--- config.mk ---
export PLATFORM = sky130hd
export DESIGN_NAME = gat_feat_reader
export DESIGN_NICKNAME = d
export VERILOG_FILES = /design/src/rtl/gat_feat_reader.sv
export SDC_FILE = /design/constraint.sdc
export NUM_CORES = 1
export LEC_CHECK = 0
export BUFFER_PORTS_ARGS = -buffer_cell sky130_fd_sc_hd__buf_2
export CAP_MARGIN = 25
export CORE_MARGIN = 3
export CORE_UTILIZATION = 57
export CTS_CLUSTER_DIAMETER = 200
export CTS_CLUSTER_SIZE = 30
export DETAILED_ROUTE_END_ITERATION = 10
export HOLD_SLACK_MARGIN = 0.08
export PLACE_DENSITY = 0.79
export SLEW_MARGIN = 20
export SYNTH_ARGS = -nofsm -noshare
export SYNTH_HDL_FRONTEND = slang
export SYNTH_SLANG_ARGS = --single-unit
--- constraint.sdc ---
create_clock -name clk -period 3.75 [get_ports clk]
set_input_delay 0.375 -clock clk [delete_from_list [all_inputs] [get_ports clk]]
set_output_delay 0.375 -clock clk [all_outputs]
set_load 0.005 [all_outputs]
--- src/rtl/gat_feat_reader.sv ---
// Streams NEW_FEATURE_DEPTH feature words from a fixed-latency BRAM onto an AXI-Stream port.
// Build option FEAT_RD_ROW_LAST_EN: m_tlast marks every node-row end instead of only the final word.
module gat_feat_reader #(
  parameter int NEW_FEATURE_WIDTH  = 32,
  parameter int NEW_FEATURE_DEPTH  = 43328,
  parameter int NUM_FEATURE_OUT    = 16,
  parameter int NEW_FEATURE_ADDR_W = $clog2(NEW_FEATURE_DEPTH),
  parameter int RD_LATENCY         = 2,
  parameter int FIFO_DEPTH         = 4
) (
  input  logic                          clk,
  input  logic                          rst_n,
  input  logic                          start,
  input  logic                          gat_ready,
  output logic [NEW_FEATURE_ADDR_W+1:0] feat_bram_addrb,
  input  logic [NEW_FEATURE_WIDTH-1:0]  feat_bram_dout,
  output logic [NEW_FEATURE_WIDTH-1:0]  m_tdata,
  output logic                          m_tvalid,
  input  logic                          m_tready,
  output logic                          m_tlast,
  output logic                          busy,
  output logic                          done,
  output logic [NEW_FEATURE_ADDR_W:0]   word_cnt
);
  localparam int PTR_W = (FIFO_DEPTH > 1) ? $clog2(FIFO_DEPTH) : 1;
  localparam int CNT_W = $clog2(FIFO_DEPTH + RD_LATENCY + 1) + 1;
  localparam logic [NEW_FEATURE_ADDR_W-1:0] LAST_IDX = NEW_FEATURE_ADDR_W'(NEW_FEATURE_DEPTH - 1);
  localparam logic [CNT_W-1:0] FIFO_DEPTH_C = CNT_W'(FIFO_DEPTH);

  typedef enum logic [2:0] {IDLE, WAIT_RDY, STREAM, DRAIN, DONE} state_t;
  state_t state, state_nxt;

  logic [NEW_FEATURE_ADDR_W-1:0] rd_idx;
  logic [NEW_FEATURE_ADDR_W+1:0] addr_hold;
  logic [CNT_W-1:0]              fifo_cnt, infl_cnt, occ_total;
  logic [PTR_W-1:0]              wr_ptr, rd_ptr;
  logic [RD_LATENCY-1:0]         vld_p, last_p;
  logic [NEW_FEATURE_WIDTH-1:0]  data_mem [FIFO_DEPTH];
  logic                          last_mem [FIFO_DEPTH];
  logic                          issue, issue_last, push, pop, start_acc;

  // Credit check counts reads already in flight so a stalled sink can never overflow the FIFO.
  assign occ_total = fifo_cnt + infl_cnt;
  assign issue     = (state == STREAM) && (occ_total < FIFO_DEPTH_C);
  assign push      = vld_p[RD_LATENCY-1];
  assign pop       = m_tvalid & m_tready;

  assign feat_bram_addrb = issue ? {rd_idx, 2'b00} : addr_hold;

`ifdef FEAT_RD_ROW_LAST_EN
  localparam int COL_W = (NUM_FEATURE_OUT > 1) ? $clog2(NUM_FEATURE_OUT) : 1;
  localparam logic [COL_W-1:0] LAST_COL = COL_W'(NUM_FEATURE_OUT - 1);
  logic [COL_W-1:0] rd_col;

  always_ff @(posedge clk or negedge rst_n) begin
    if (!rst_n) begin
      rd_col <= '0;
    end else if (start_acc) begin
      rd_col <= '0;
    end else if (issue) begin
      rd_col <= (rd_col == LAST_COL) ? '0 : rd_col + COL_W'(1);
    end
  end

  assign issue_last = (rd_col == LAST_COL);
`else
  assign issue_last = (rd_idx == LAST_IDX);
`endif

  always_ff @(posedge clk or negedge rst_n) begin
    if (!rst_n) state <= IDLE;
    else        state <= state_nxt;
  end

  always_comb begin
    state_nxt = state;
    start_acc = 1'b0;
    case (state)
      IDLE: begin
        if (start) begin
          state_nxt = WAIT_RDY;
          start_acc = 1'b1;
        end
      end
      WAIT_RDY: if (gat_ready) state_nxt = STREAM;
      STREAM:   if (issue && (rd_idx == LAST_IDX)) state_nxt = DRAIN;
      DRAIN:    if ((infl_cnt == '0) && (fifo_cnt == '0)) state_nxt = DONE;
      DONE:     state_nxt = IDLE;
      default:  state_nxt = IDLE;
    endcase
  end

  assign busy = (state == WAIT_RDY) || (state == STREAM) || (state == DRAIN);
  assign done = (state == DONE);

  // Read issue: word index, held address and in-flight credit count.
  always_ff @(posedge clk or negedge rst_n) begin
    if (!rst_n) begin
      rd_idx    <= '0;
      addr_hold <= '0;
      infl_cnt  <= '0;
    end else begin
      if (start_acc)  rd_idx <= '0;
      else if (issue) rd_idx <= rd_idx + NEW_FEATURE_ADDR_W'(1);
      if (issue) addr_hold <= {rd_idx, 2'b00};
      case ({issue, push})
        2'b10:   infl_cnt <= infl_cnt + CNT_W'(1);
        2'b01:   infl_cnt <= infl_cnt - CNT_W'(1);
        default: ;
      endcase
    end
  end

  // BRAM latency stages: valid and tlast tag travel together; clearing vld_p drops pre-reset returns.
  always_ff @(posedge clk or negedge rst_n) begin
    if (!rst_n) vld_p <= '0;
    else        vld_p <= (vld_p << 1) | RD_LATENCY'(issue);
  end

  always_ff @(posedge clk) begin
    last_p <= (last_p << 1) | RD_LATENCY'(issue_last);
  end

  // Output FIFO: BRAM data lands here exactly RD_LATENCY cycles after issue.
  always_ff @(posedge clk) begin
    if (push) begin
      data_mem[wr_ptr] <= feat_bram_dout;
      last_mem[wr_ptr] <= last_p[RD_LATENCY-1];
    end
  end

  always_ff @(posedge clk or negedge rst_n) begin
    if (!rst_n) begin
      wr_ptr   <= '0;
      rd_ptr   <= '0;
      fifo_cnt <= '0;
      word_cnt <= '0;
    end else begin
      if (push) wr_ptr <= wr_ptr + PTR_W'(1);
      if (pop)  rd_ptr <= rd_ptr + PTR_W'(1);
      case ({push, pop})
        2'b10:   fifo_cnt <= fifo_cnt + CNT_W'(1);
        2'b01:   fifo_cnt <= fifo_cnt - CNT_W'(1);
        default: ;
      endcase
      if (start_acc) word_cnt <= '0;
      else if (pop)  word_cnt <= word_cnt + (NEW_FEATURE_ADDR_W+1)'(1);
    end
  end

  assign m_tvalid = (fifo_cnt != '0);
  assign m_tdata  = data_mem[rd_ptr];
  assign m_tlast  = m_tvalid & last_mem[rd_ptr];

endmodule

==> results of run 1 <==
## worst max-delay path by stage
stage	cells after the start	end	from	slack [ns]
floorplan	13	infl_cnt[2]	fifo_cnt[2]	0.94
global placement	11	infl_cnt[2]	fifo_cnt[1]	0.81
CTS	8	feat_bram_addrb[17]	infl_cnt[1]	0.44
detailed placement	11	infl_cnt[2]	fifo_cnt[1]	0.61
global route	8	feat_bram_addrb[4]	infl_cnt[1]	0.23
finish	8	feat_bram_addrb[3]	infl_cnt[1]	0.44
## per-stage QoR
stage | instance area [um^2] | instances
after global routing | 9300 | 810
after CTS | 9270 | 808
after floorplan | 8280 | 519
final | 9300 | 810
after global placement | 8970 | 792
after detailed placement | 8970 | 792
## what timing repair did
item / CTS / global route
endpoints found under the setup margin: 0 / 0
hold endpoints to repair: 0 / 12
hold buffers: 0 / 1
## sequential cells by signal, indices dropped and copies added (netlist names)
| name | flops |
|---|---|
| data_mem | 128 |
| addr_hold | 18 |
| word_cnt | 17 |
| rd_idx | 16 |
| fifo_cnt | 4 |
| infl_cnt | 4 |
| last_mem | 4 |
| state | 3 |
| last_p | 2 |
| rd_ptr | 2 |
| vld_p | 2 |
| wr_ptr | 2 |
## final cells by class
class / instances / area share, %
clock buffers: 15 / 3.12
clock inverters: 1 / 0.0942
inverters: 11 / 0.444
multi-input cells: 286 / 26.0
flip-flops and latches: 202 / 61.4
well taps: 180 / 2.42
repair buffers: 115 / 6.57
## Yosys cell counts, drive strengths merged (6+ instances only)
library cell / instances
a2111oi: 6
a21oi: 7
and2: 8
and3: 7
buf: 9
clkbuf: 11
dfrtp: 68
edfxtp: 132
ha: 14
inv: 11
mux4: 33
nand2: 61
nand3: 10
nor2: 42
o21ai: 10
xnor2: 29
xor2: 14
## report_power, final
part | internal [W] | total (W) | leakage [nW] | switching [W]
clock | 0.000549 | 0.00118 | 0.145 | 0.000635
combinational | 0.000889 | 0.00183 | 1.42 | 0.000943
sequential | 0.00263 | 0.00289 | 2.11 | 0.000257
## routing by layer
| layer | GRT usage, % | share of wire (%) |
|---|---|---|
| met1 | 25.1 | 41 |
| met2 | 33.4 | 52 |
| met5 | 0 | 0 |
| met3 | 2.69 | 5.4 |
| met4 | 4.67 | 2.0 |
## logic make-up (layout without fill, tap and decap cells)
family                   after synthesis  after routing  share of synthesized area, %
buffers and inverters                 31            142                          1.91
multiplexers                          38             38                          9.62
XOR/XNOR                              44             44                          4.82
AND/OR/NAND/NOR                      158            158                          9.36
adder cells (fa/ha/maj)               15             15                          2.36
AO/OA/AOI/OAI                         31             31                          2.99
flip-flops                           202            202                          68.9
==> impl_metrics.xml, run 1 <==
<?xml version="1.0" encoding="UTF-8"?>
<metrics>
  <group name="status">
    <metric name="status" unit="">completed</metric>
  </group>
  <group name="run">
    <metric name="timing.max_cap.violations" unit="">0</metric>
  </group>
  <group name="setup_path">
    <metric name="worstPathBufferInverterCount" unit="">2</metric>
    <metric name="crit_required" unit="ns">3.38</metric>
    <metric name="crit_path_top_delay_cell" unit="">sky130_fd_sc_hd__and2_2</metric>
    <metric name="timing.critical_path.fanout_max" unit="">23</metric>
    <metric name="worstSetupStartpointType" unit="">flip-flop</metric>
    <metric name="regToRegEndpoint" unit="">infl_cnt[2]</metric>
    <metric name="crit_arrival" unit="ns">2.94</metric>
    <metric name="timing.reg2reg.worst_path_depth" unit="">11</metric>
    <metric name="worstSetupEndpointType" unit="">primary output</metric>
    <metric name="critPathMostFrequentCell" unit="">sky130_fd_sc_hd__nand2_1</metric>
    <metric name="crit_path_cell_trace" unit="">ha_1 -&gt; a31oi_1 -&gt; nand4b_4 -&gt; and2_2 -&gt; inv_2 -&gt; nand2_1 -&gt; nand2_1 -&gt; buf_2</metric>
    <metric name="regToRegStartpoint" unit="">infl_cnt[1]</metric>
    <metric name="crit_family" unit="">simple AND/OR/NAND/NOR gates</metric>
    <metric name="critical_path.max_stage_delay" unit="ns">0.49</metric>
    <metric name="worst-r2r-setup-slack" unit="ns">0.57</metric>
    <metric name="path_class" unit="">reg2out</metric>
  </group>
  <group name="cts">
    <metric name="post_cts.repair.setup_buffers" unit="">0</metric>
    <metric name="clockBufferDepth" unit="">3</metric>
    <metric name="clk_transition_reported_paths" unit="ns">0.11</metric>
    <metric name="cts_root_buffer" unit="">sky130_fd_sc_hd__clkbuf_16</metric>
    <metric name="numCtsBuffers" unit="">10</metric>
    <metric name="cts_resized" unit="">0</metric>
    <metric name="clkLatencyLatePin" unit="ns">0.46</metric>
    <metric name="htree_num_levels" unit="">1</metric>
    <metric name="cts_tree" unit="">built</metric>
    <metric name="cts_sinks" unit="">202</metric>
  </group>
  <group name="yosys">
    <metric name="netlist-cell-type-count" unit="">50</metric>
    <metric name="postSynth.asyncResetShare" unit="%">33.7</metric>
    <metric name="synth_top_area_share" unit="%">47.9</metric>
    <metric name="ys_dominant_reg_cell" unit="">sky130_fd_sc_hd__edfxtp_1</metric>
    <metric name="post_synth_edffs" unit="">132</metric>
    <metric name="synth.largest_area_cell" unit="">sky130_fd_sc_hd__edfxtp_1</metric>
    <metric name="ys_seq_area_share" unit="%">68.9</metric>
    <metric name="netlist_area" unit="um^2">8280</metric>
    <metric name="postSynthNetCount" unit="">571</metric>
    <metric name="synth.area.top_cells" unit="">sky130_fd_sc_hd__edfxtp_1, sky130_fd_sc_hd__dfrtp_1, sky130_fd_sc_hd__mux4_2</metric>
    <metric name="cells_after_synth" unit="">519</metric>
    <metric name="yosys_warnings" unit="">0</metric>
    <metric name="synth_seq_cells" unit="">202</metric>
    <metric name="syn-mean-instance-area" unit="um^2">15.9</metric>
  </group>
  <group name="final_layout">
    <metric name="final_nets" unit="">678</metric>
    <metric name="final_common_cell" unit="">sky130_fd_sc_hd__edfxtp_1</metric>
    <metric name="area_growth_from_synthesis_to_final_layout" unit="%">12.4</metric>
    <metric name="register_area" unit="um^2">5710</metric>
    <metric name="postLayoutCoreUtil" unit="%">66.2</metric>
    <metric name="share_of_layout_cells_above_drive_strength_1" unit="%">27.9</metric>
    <metric name="most-common-layout-cells" unit="">sky130_fd_sc_hd__edfxtp_1, sky130_fd_sc_hd__buf_2, sky130_fd_sc_hd__dfrtp_1</metric>
    <metric name="multi_input_area" unit="um^2">2420</metric>
    <metric name="insertedDiodeCount" unit="">0</metric>
    <metric name="fillers" unit="">981</metric>
  </group>
  <group name="power_and_ir_drop">
    <metric name="p_leak" unit="nW">3.68</metric>
    <metric name="totalPowerFinal" unit="W">0.00591</metric>
    <metric name="worst_ir_drop_vdd" unit="mV">0.394</metric>
    <metric name="power_per_cell_area" unit="nW/um^2">635</metric>
  </group>
  <group name="floorplanning">
    <metric name="die_w" unit="um">126</metric>
    <metric name="design.die.area" unit="um^2">16000</metric>
    <metric name="placeableCoreArea" unit="um^2">14000</metric>
    <metric name="fp.dieH" unit="um">126</metric>
    <metric name="start_util" unit="%">58.9</metric>
    <metric name="rows" unit="">43</metric>
    <metric name="ios" unit="">108</metric>
  </group>
  <group name="timing">
    <metric name="finalHoldViolations" unit="">0</metric>
    <metric name="finalCritPeriodShare" unit="%">88.3</metric>
    <metric name="timing.final.ws_setup" unit="ns">0.439</metric>
    <metric name="final_period_minus_worst_setup_slack" unit="ns">3.31</metric>
    <metric name="fmaxAchievable" unit="MHz">302</metric>
    <metric name="grt_setup_unrepaired" unit="">no</metric>
    <metric name="hold-worst-slack" unit="ns">0.125</metric>
    <metric name="clock_skew_after_layout" unit="ns">0.0159</metric>
    <metric name="report.final.slew_viol_count" unit="">0</metric>
    <metric name="timing_worst_slew_pin_value" unit="ns">0.901</metric>
    <metric name="tns" unit="ns">0</metric>
    <metric name="timing.final.setup_violations" unit="">0</metric>
    <metric name="slew_headroom" unit="%">39.9</metric>
  </group>
  <group name="routing">
    <metric name="via_count" unit="">4586</metric>
    <metric name="first_pass_iters" unit="">5</metric>
    <metric name="drt_first_iter_violations" unit="">292</metric>
    <metric name="vias_per_cell" unit="">5.66</metric>
    <metric name="wl_cell" unit="um">18.6</metric>
    <metric name="ant_nets" unit="">0</metric>
    <metric name="drc_errors" unit="">0</metric>
    <metric name="wl" unit="um">15100</metric>
  </group>
  <group name="grt">
    <metric name="first_global_vias" unit="">4734</metric>
    <metric name="pin_count_of_the_biggest_net_entering_global_routing" unit="">44</metric>
    <metric name="globalRouteOverflowTotal" unit="">0</metric>
    <metric name="global_route_usage_over_all_layers" unit="%">18.9</metric>
    <metric name="antenna_violations_before_repair" unit="">0</metric>
    <metric name="grt_first_pass_wirelength" unit="um">24300</metric>
  </group>
  <group name="placement">
    <metric name="dp_slack" unit="ns">0.608</metric>
    <metric name="dp_hpwl" unit="um">9910</metric>
    <metric name="routabilityCongestion" unit="">0.849</metric>
    <metric name="buffer_ports.inserted" unit="">107</metric>
  </group>
  <group name="hold_path">
    <metric name="hold_path_depth" unit="">1</metric>
    <metric name="holdCritPathClass" unit="">in2reg</metric>
    <metric name="hold_ep" unit="">data_mem[2][3]</metric>
    <metric name="hold_path_startpoint" unit="">feat_bram_dout[3]</metric>
  </group>
</metrics>
Note: power is estimated with default switching activity, not from simulation.
==> inputs of run 2 (changes only) <==
--- a/config.mk
+++ b/config.mk
@@ -13,7 +13,7 @@
 export CTS_CLUSTER_SIZE = 30
 export DETAILED_ROUTE_END_ITERATION = 10
 export HOLD_SLACK_MARGIN = 0.08
-export PLACE_DENSITY = 0.79
+export PLACE_DENSITY_LB_ADDON = 0.08
 export SLEW_MARGIN = 20
 export SYNTH_ARGS = -nofsm -noshare
 export SYNTH_HDL_FRONTEND = slang
==> run 2 against run 1 <==
  * Clock skew increased by 0.0030 ns
  * Core utilization increased by 0.12 points
  * Non-clock buffer count increased by 1
  * Die area unchanged
  * Total power about the same
  * Count of clock-buffer cells in the layout unchanged
  * Via count decreased by 2.2%
  * Critical path depth increased by 1
  * Critical path type unchanged
  * Largest power group unchanged
==> impl_metrics.xml, run 2 (same netlist as run 1, synthesis figures left out) <==
<?xml version="1.0" encoding="UTF-8"?>
<metrics>
  <group name="floorplanning">
    <metric name="rows" unit="">43</metric>
    <metric name="design.die.area" unit="um^2">16000</metric>
    <metric name="die_w" unit="um">126</metric>
    <metric name="start_util" unit="%">58.9</metric>
    <metric name="fp.dieH" unit="um">126</metric>
    <metric name="ios" unit="">108</metric>
    <metric name="placeableCoreArea" unit="um^2">14000</metric>
  </group>
  <group name="setup_path">
    <metric name="setup.worst_path.end" unit="">feat_bram_addrb[17]</metric>
    <metric name="regToRegEndpoint" unit="">infl_cnt[2]</metric>
    <metric name="crit_arrival" unit="ns">2.96</metric>
    <metric name="regToRegStartpoint" unit="">infl_cnt[1]</metric>
    <metric name="worst-r2r-setup-slack" unit="ns">0.81</metric>
    <metric name="timing.reg2reg.worst_path_depth" unit="">11</metric>
    <metric name="critical_path_source" unit="">infl_cnt[1]</metric>
    <metric name="path_class" unit="">reg2out</metric>
    <metric name="worstSetupEndpointType" unit="">primary output</metric>
    <metric name="crit_required" unit="ns">3.38</metric>
    <metric name="timing.critical_path.fanout_max" unit="">22</metric>
    <metric name="worstSetupStartpointType" unit="">flip-flop</metric>
  </group>
  <group name="routing">
    <metric name="ant_nets" unit="">0</metric>
    <metric name="wl" unit="um">14600</metric>
    <metric name="vias_per_cell" unit="">5.53</metric>
    <metric name="via_count" unit="">4483</metric>
    <metric name="first_pass_iters" unit="">5</metric>
    <metric name="drc_errors" unit="">0</metric>
    <metric name="drt_first_iter_violations" unit="">322</metric>
    <metric name="wl_cell" unit="um">18.0</metric>
  </group>
  <group name="power_and_ir_drop">
    <metric name="combinationalPowerShare" unit="%">30.7</metric>
    <metric name="power.share.clock" unit="%">20.2</metric>
    <metric name="int_pwr" unit="W">0.00409</metric>
    <metric name="power.sequential.fraction" unit="%">49.1</metric>
    <metric name="power.share.switching" unit="%">30.9</metric>
    <metric name="worst_ir_drop_vdd" unit="mV">0.439</metric>
    <metric name="total_switching_power" unit="W">0.00183</metric>
    <metric name="p_leak" unit="nW">3.69</metric>
    <metric name="power_per_cell_area" unit="nW/um^2">635</metric>
  </group>
  <group name="final_layout">
    <metric name="most-common-layout-cells" unit="">sky130_fd_sc_hd__edfxtp_1, sky130_fd_sc_hd__buf_2, sky130_fd_sc_hd__dfrtp_1</metric>
    <metric name="area_growth_from_synthesis_to_final_layout" unit="%">12.6</metric>
    <metric name="insertedDiodeCount" unit="">0</metric>
    <metric name="largest_register_ff_count" unit="">128</metric>
    <metric name="fillers" unit="">998</metric>
    <metric name="reg.largest.list" unit="">data_mem x128, addr_hold x18, word_cnt x17</metric>
    <metric name="final_nets" unit="">679</metric>
    <metric name="share_of_layout_cells_above_drive_strength_1" unit="%">28.1</metric>
    <metric name="instances_no_fill" unit="">811</metric>
    <metric name="regMostFlops" unit="">data_mem</metric>
    <metric name="fin_area" unit="um^2">9320</metric>
    <metric name="final_common_cell" unit="">sky130_fd_sc_hd__edfxtp_1</metric>
    <metric name="postLayoutCoreUtil" unit="%">66.3</metric>
  </group>
  <group name="placement">
    <metric name="routabilityCongestion" unit="">0.807</metric>
    <metric name="place.detailed.instances" unit="">793</metric>
    <metric name="buffer_ports.inserted" unit="">107</metric>
    <metric name="dpl_cell_area" unit="um^2">8980</metric>
    <metric name="dp_hpwl" unit="um">9550</metric>
  </group>
  <group name="status">
    <metric name="status" unit="">completed</metric>
  </group>
  <group name="cts">
    <metric name="clk_transition_reported_paths" unit="ns">0.11</metric>
    <metric name="post_cts.repair.setup_buffers" unit="">0</metric>
    <metric name="cts_tree" unit="">built</metric>
    <metric name="numCtsBuffers" unit="">10</metric>
    <metric name="clkLatencyLatePin" unit="ns">0.46</metric>
    <metric name="htree_num_levels" unit="">1</metric>
    <metric name="cts_root_buffer" unit="">sky130_fd_sc_hd__clkbuf_16</metric>
    <metric name="clockBufferDepth" unit="">3</metric>
    <metric name="cts_sinks" unit="">202</metric>
  </group>
  <group name="timing">
    <metric name="fmaxAchievable" unit="MHz">300</metric>
    <metric name="hold-worst-slack" unit="ns">0.121</metric>
    <metric name="slew_headroom" unit="%">39.9</metric>
    <metric name="tns" unit="ns">0</metric>
    <metric name="timing.final.setup_violations" unit="">0</metric>
    <metric name="grt_setup_unrepaired" unit="">no</metric>
    <metric name="finalHoldViolations" unit="">0</metric>
    <metric name="timing_worst_slew_pin_value" unit="ns">0.902</metric>
    <metric name="finalCritPeriodShare" unit="%">88.9</metric>
    <metric name="final_period_minus_worst_setup_slack" unit="ns">3.33</metric>
    <metric name="clock_skew_after_layout" unit="ns">0.0189</metric>
    <metric name="report.final.slew_viol_count" unit="">0</metric>
  </group>
  <group name="grt">
    <metric name="global_route_usage_over_all_layers" unit="%">18.2</metric>
    <metric name="grt_first_pass_wirelength" unit="um">23500</metric>
    <metric name="first_global_vias" unit="">4494</metric>
    <metric name="globalRouteOverflowTotal" unit="">0</metric>
    <metric name="antenna_violations_before_repair" unit="">0</metric>
    <metric name="pin_count_of_the_biggest_net_entering_global_routing" unit="">44</metric>
  </group>
  <group name="run">
    <metric name="timing.max_cap.violations" unit="">0</metric>
  </group>
  <group name="hold_path">
    <metric name="holdCritPathClass" unit="">in2reg</metric>
  </group>
</metrics>
## run 2: changes by cell type in the layout (fill, tap and decap cells not counted), sizes merged
| cell | change |
|---|---|
| buf | +1 |
## run 2: area by class of cell
type | instances | area (um^2) | area share [%]
inverters | 11 | 41.3 | 0.443
well taps | 180 | 225 | 2.42
multi-input cells | 286 | 2430 | 26.0
flip-flops and latches | 202 | 5710 | 61.3
clock buffers | 15 | 290 | 3.12
repair buffers | 116 | 618 | 6.63
clock inverters | 1 | 8.76 | 0.0940
## run 2: worst max-delay path, cell delays in order, from the launching register on
cell and delay, ns:
sky130_fd_sc_hd__dfrtp_1 0.47, sky130_fd_sc_hd__ha_1 0.30, sky130_fd_sc_hd__a31oi_1 0.32, sky130_fd_sc_hd__nand4b_4 0.32
sky130_fd_sc_hd__and2_2 0.29, sky130_fd_sc_hd__buf_4 0.21, sky130_fd_sc_hd__inv_2 0.28, sky130_fd_sc_hd__nand2_1 0.10
sky130_fd_sc_hd__nand2_1 0.10, sky130_fd_sc_hd__buf_2 0.11
## run 2: power by group through the flow
stage | clock (W) | combinational, W | sequential (W)
after global routing | 0.00132 | 0.00202 | 0.00295
after CTS | 0.00124 | 0.00183 | 0.00291
after floorplan | 0 | 0.00135 | 0.00281
after detailed placement | 0 | 0.00183 | 0.00296
final | 0.00120 | 0.00181 | 0.00290
after global placement | 0 | 0.00178 | 0.00294
## run 2: worst min path at each step
| stage | from | to | slack [ns] | depth (start not counted) |
|---|---|---|---|---|
| finish | feat_bram_dout[17] | data_mem[1][17] | 0.12 | 1 |
| CTS | rst_n | addr_hold[15] | 0.08 | 1 |
| detailed placement | last_p[0] | last_p[1] | 0.32 | 0 |
| floorplan | rst_n | addr_hold[0] | 0.08 | 0 |
| global route | feat_bram_dout[0] | data_mem[2][0] | 0.11 | 1 |
| global placement | last_p[0] | last_p[1] | 0.32 | 0 |
## run 2: layer usage
layer / share of wire [%] / up-vias / global-route usage, % / routed length [um]
met3: 4.1 / 12 / 3.03 / 601
met4: 1.1 / 0 / 3.34 / 165
met1: 43 / 2249 / 25.5 / 6320
met2: 51 / 105 / 31.1 / 7490
li1: - / 2117 / - / -
met5: 0 / - / 0 / 0
## run 2: what timing repair did
| action | in CTS | in global routing |
|---|---|---|
| gates resized for setup | 0 | 1 |
| endpoints found under the setup margin | 0 | 9 |
| hold buffers | 0 | 1 |
| hold endpoints to repair | 0 | 11 |
## run 2: metrics by stage
step	setup WS, ns	total power (W)
2_1_floorplan	0.939	0.00416
3_3_place_gp	0.785	0.00472
3_5_place_dp	0.657	0.00479
4_1_cts	0.228	0.00598
5_1_grt	0.119	0.00629
6_report	0.418	0.00591
==> inputs of run 3 (changes only) <==
--- a/config.mk
+++ b/config.mk
@@ -8,7 +8,7 @@
 export BUFFER_PORTS_ARGS = -buffer_cell sky130_fd_sc_hd__buf_2
 export CAP_MARGIN = 25
 export CORE_MARGIN = 3
-export CORE_UTILIZATION = 57
+export CORE_UTILIZATION = 52
 export CTS_CLUSTER_DIAMETER = 200
 export CTS_CLUSTER_SIZE = 30
 export DETAILED_ROUTE_END_ITERATION = 10
==> constraint.sdc (replaced) <==
create_clock -name clk -period 2.96 [get_ports clk]
set_input_delay 0.296 -clock clk [delete_from_list [all_inputs] [get_ports clk]]
set_output_delay 0.296 -clock clk [all_outputs]
set_load 0.005 [all_outputs]
==> run 3 against run 2 <==
  * Critical path depth decreased by 2
  * Sequential share of layout area decreased by 2.8 points
  * Core utilization decreased by 2.9 points
  * Total power increased by 29%
  * Final area increased by 4.7%
  * Worst setup slack got worse by 0.28 ns
  * Count of clock-buffer cells in the layout unchanged
  * Critical endpoint is now feat_bram_addrb[2]
  * Critical path type unchanged
==> impl_metrics.xml, run 3 (same netlist as run 1, synthesis figures left out) <==
<?xml version="1.0" encoding="UTF-8"?>
<metrics>
  <group name="timing">
    <metric name="fmaxAchievable" unit="MHz">355</metric>
    <metric name="timing.final.ws_setup" unit="ns">0.140</metric>
    <metric name="hold-worst-slack" unit="ns">0.247</metric>
    <metric name="timing.final.setup_violations" unit="">0</metric>
    <metric name="report.final.slew_viol_count" unit="">0</metric>
    <metric name="final_period_minus_worst_setup_slack" unit="ns">2.82</metric>
    <metric name="finalHoldViolations" unit="">0</metric>
    <metric name="tns" unit="ns">0</metric>
    <metric name="timing_worst_slew_pin_value" unit="ns">0.658</metric>
    <metric name="clock_skew_after_layout" unit="ns">0.0122</metric>
    <metric name="finalCritPeriodShare" unit="%">95.3</metric>
    <metric name="slew_headroom" unit="%">56.1</metric>
    <metric name="grt_setup_unrepaired" unit="">no</metric>
  </group>
  <group name="cts">
    <metric name="cts_tree" unit="">built</metric>
    <metric name="cts_root_buffer" unit="">sky130_fd_sc_hd__clkbuf_16</metric>
    <metric name="clk_transition_reported_paths" unit="ns">0.11</metric>
    <metric name="cts_sinks" unit="">202</metric>
    <metric name="clkLatencyLatePin" unit="ns">0.46</metric>
    <metric name="clockBufferDepth" unit="">3</metric>
    <metric name="htree_num_levels" unit="">1</metric>
    <metric name="numCtsBuffers" unit="">10</metric>
  </group>
  <group name="routing">
    <metric name="wl_cell" unit="um">17.5</metric>
    <metric name="ant_nets" unit="">0</metric>
    <metric name="drt_first_iter_violations" unit="">257</metric>
    <metric name="first_pass_iters" unit="">4</metric>
    <metric name="drc_errors" unit="">0</metric>
    <metric name="via_count" unit="">4715</metric>
    <metric name="wl" unit="um">15500</metric>
    <metric name="vias_per_cell" unit="">5.33</metric>
  </group>
  <group name="final_layout">
    <metric name="share_of_layout_cells_above_drive_strength_1" unit="%">28.2</metric>
    <metric name="most-common-layout-cells" unit="">sky130_fd_sc_hd__edfxtp_1, sky130_fd_sc_hd__buf_2, sky130_fd_sc_hd__dfrtp_1</metric>
    <metric name="final_nets" unit="">721</metric>
    <metric name="final_common_cell" unit="">sky130_fd_sc_hd__edfxtp_1</metric>
    <metric name="fillers" unit="">1149</metric>
    <metric name="reg.largest.list" unit="">data_mem x128, addr_hold x18, word_cnt x17</metric>
    <metric name="regMostFlops" unit="">data_mem</metric>
    <metric name="largest_register_ff_count" unit="">128</metric>
    <metric name="area_growth_from_synthesis_to_final_layout" unit="%">17.9</metric>
    <metric name="insertedDiodeCount" unit="">0</metric>
  </group>
  <group name="grt">
    <metric name="pin_count_of_the_biggest_net_entering_global_routing" unit="">32</metric>
    <metric name="global_route_usage_over_all_layers" unit="%">18.1</metric>
    <metric name="antenna_violations_before_repair" unit="">0</metric>
    <metric name="grt_first_pass_wirelength" unit="um">25900</metric>
    <metric name="globalRouteOverflowTotal" unit="">0</metric>
    <metric name="first_global_vias" unit="">4966</metric>
  </group>
  <group name="floorplanning">
    <metric name="fp.dieH" unit="um">132</metric>
    <metric name="placeableCoreArea" unit="um^2">15400</metric>
    <metric name="rows" unit="">45</metric>
    <metric name="ios" unit="">108</metric>
    <metric name="die_w" unit="um">132</metric>
    <metric name="start_util" unit="%">53.8</metric>
    <metric name="design.die.area" unit="um^2">17500</metric>
  </group>
  <group name="setup_path">
    <metric name="path_class" unit="">reg2out</metric>
    <metric name="crit_required" unit="ns">2.66</metric>
    <metric name="timing.critical_path.fanout_max" unit="">22</metric>
    <metric name="worstSetupEndpointType" unit="">primary output</metric>
    <metric name="worstSetupStartpointType" unit="">flip-flop</metric>
    <metric name="crit_arrival" unit="ns">2.52</metric>
  </group>
  <group name="run">
    <metric name="timing.max_cap.violations" unit="">0</metric>
  </group>
  <group name="power_and_ir_drop">
    <metric name="combinationalPowerShare" unit="%">31.4</metric>
    <metric name="total_switching_power" unit="W">0.00236</metric>
    <metric name="p_leak" unit="nW">3.87</metric>
    <metric name="power_per_cell_area" unit="nW/um^2">779</metric>
    <metric name="power.share.switching" unit="%">31.0</metric>
    <metric name="power.share.clock" unit="%">20.1</metric>
    <metric name="worst_ir_drop_vdd" unit="mV">0.425</metric>
    <metric name="power.sequential.fraction" unit="%">48.4</metric>
    <metric name="int_pwr" unit="W">0.00524</metric>
  </group>
  <group name="hold_path">
    <metric name="holdCritPathClass" unit="">in2reg</metric>
  </group>
  <group name="placement">
    <metric name="routabilityCongestion" unit="">0.781</metric>
    <metric name="buffer_ports.inserted" unit="">107</metric>
    <metric name="dp_hpwl" unit="um">10300</metric>
    <metric name="dp_slack" unit="ns">0.363</metric>
  </group>
  <group name="status">
    <metric name="status" unit="">completed</metric>
  </group>
</metrics>
[run 3: cell types whose count changed in the layout (fill, tap and decap cells not counted)]
cell / change
sky130_fd_sc_hd__buf_6: +1
sky130_fd_sc_hd__nor2_1: -1
sky130_fd_sc_hd__nand4b_2: +1
sky130_fd_sc_hd__inv_2: -1
sky130_fd_sc_hd__dfrtp_1: -1
sky130_fd_sc_hd__a31oi_1: -1
sky130_fd_sc_hd__nor2_2: +1
sky130_fd_sc_hd__a31oi_2: +1
sky130_fd_sc_hd__buf_4: +9
sky130_fd_sc_hd__dfrtp_2: +1
sky130_fd_sc_hd__nand4b_4: -1
sky130_fd_sc_hd__inv_4: +1
sky130_fd_sc_hd__dlygate4sd3_1: +32
[run 3: path summary, 6_finish.rpt]
kind	startpoint	slack, ns	cells after the start	end
max	infl_cnt[1]	0.14	7	feat_bram_addrb[2]
min	gat_ready	0.25	4	state[1]
max reg2reg	infl_cnt[2]	0.32	11	infl_cnt[2]
min reg2reg	last_p[0]	0.34	0	last_p[1]
max in group asynchronous	rst_n	1.81	3	word_cnt[14]
min in group asynchronous	rst_n	0.37	2	addr_hold[0]
[run 3: cell type report]
type	count	area [um^2]	share of cell area [%]
clock buffers	15	290	2.97
well taps	211	264	2.71
repair buffers	158	1020	10.4
flip-flops and latches	202	5710	58.5
clock inverters	1	8.76	0.0898
multi-input cells	286	2430	24.9
inverters	11	43.8	0.449
[run 3: per-stage QoR]
stage / power [W] / cell area (um^2) / std cells / util [%]
after floorplan: 0.00527 / 8280 / 519 / -
after global placement: 0.00605 / 9120 / 835 / 59.3
after detailed placement: 0.00612 / 9120 / 835 / 59.3
after CTS: 0.00769 / 9750 / 884 / 63.4
after global routing: 0.00806 / 9760 / 884 / 63.5
final: 0.00760 / 9760 / 884 / 63.5
[run 3: per-layer routing]
metal	GRT usage (%)	part of all wire, %
met1	24.7	43
met2	32.0	52
met3	2.29	4.1
met4	2.74	0.73
met5	0	0
[run 3: critical path, cell delays in order, from the launching register on]
cell                       delay (ns)
sky130_fd_sc_hd__dfrtp_1         0.47
sky130_fd_sc_hd__ha_1            0.31
sky130_fd_sc_hd__a31oi_2         0.23
sky130_fd_sc_hd__nand4b_4        0.17
sky130_fd_sc_hd__and2_2          0.17
sky130_fd_sc_hd__buf_6           0.21
sky130_fd_sc_hd__mux2_2          0.37
sky130_fd_sc_hd__buf_2           0.13
[run 3: repair_timing]
| action | 4_1_cts | 5_1_grt |
|---|---|---|
| hold buffers | 33 | 0 |
| endpoints found under the hold margin | 152 | 0 |
| gates resized for setup | 1 | 2 |
| setup endpoints to repair | 3 | 15 |
| buffers inserted | 0 | 0 |
[run 3: power groups by stage]
stage / clock network (W) / logic (W) / registers, W
finish: 0.00153 / 0.00239 / 0.00368
global route: 0.00167 / 0.00265 / 0.00374
CTS: 0.00158 / 0.00242 / 0.00369
detailed placement: 0 / 0.00237 / 0.00375
global placement: 0 / 0.00232 / 0.00373
floorplan: 0 / 0.00171 / 0.00356
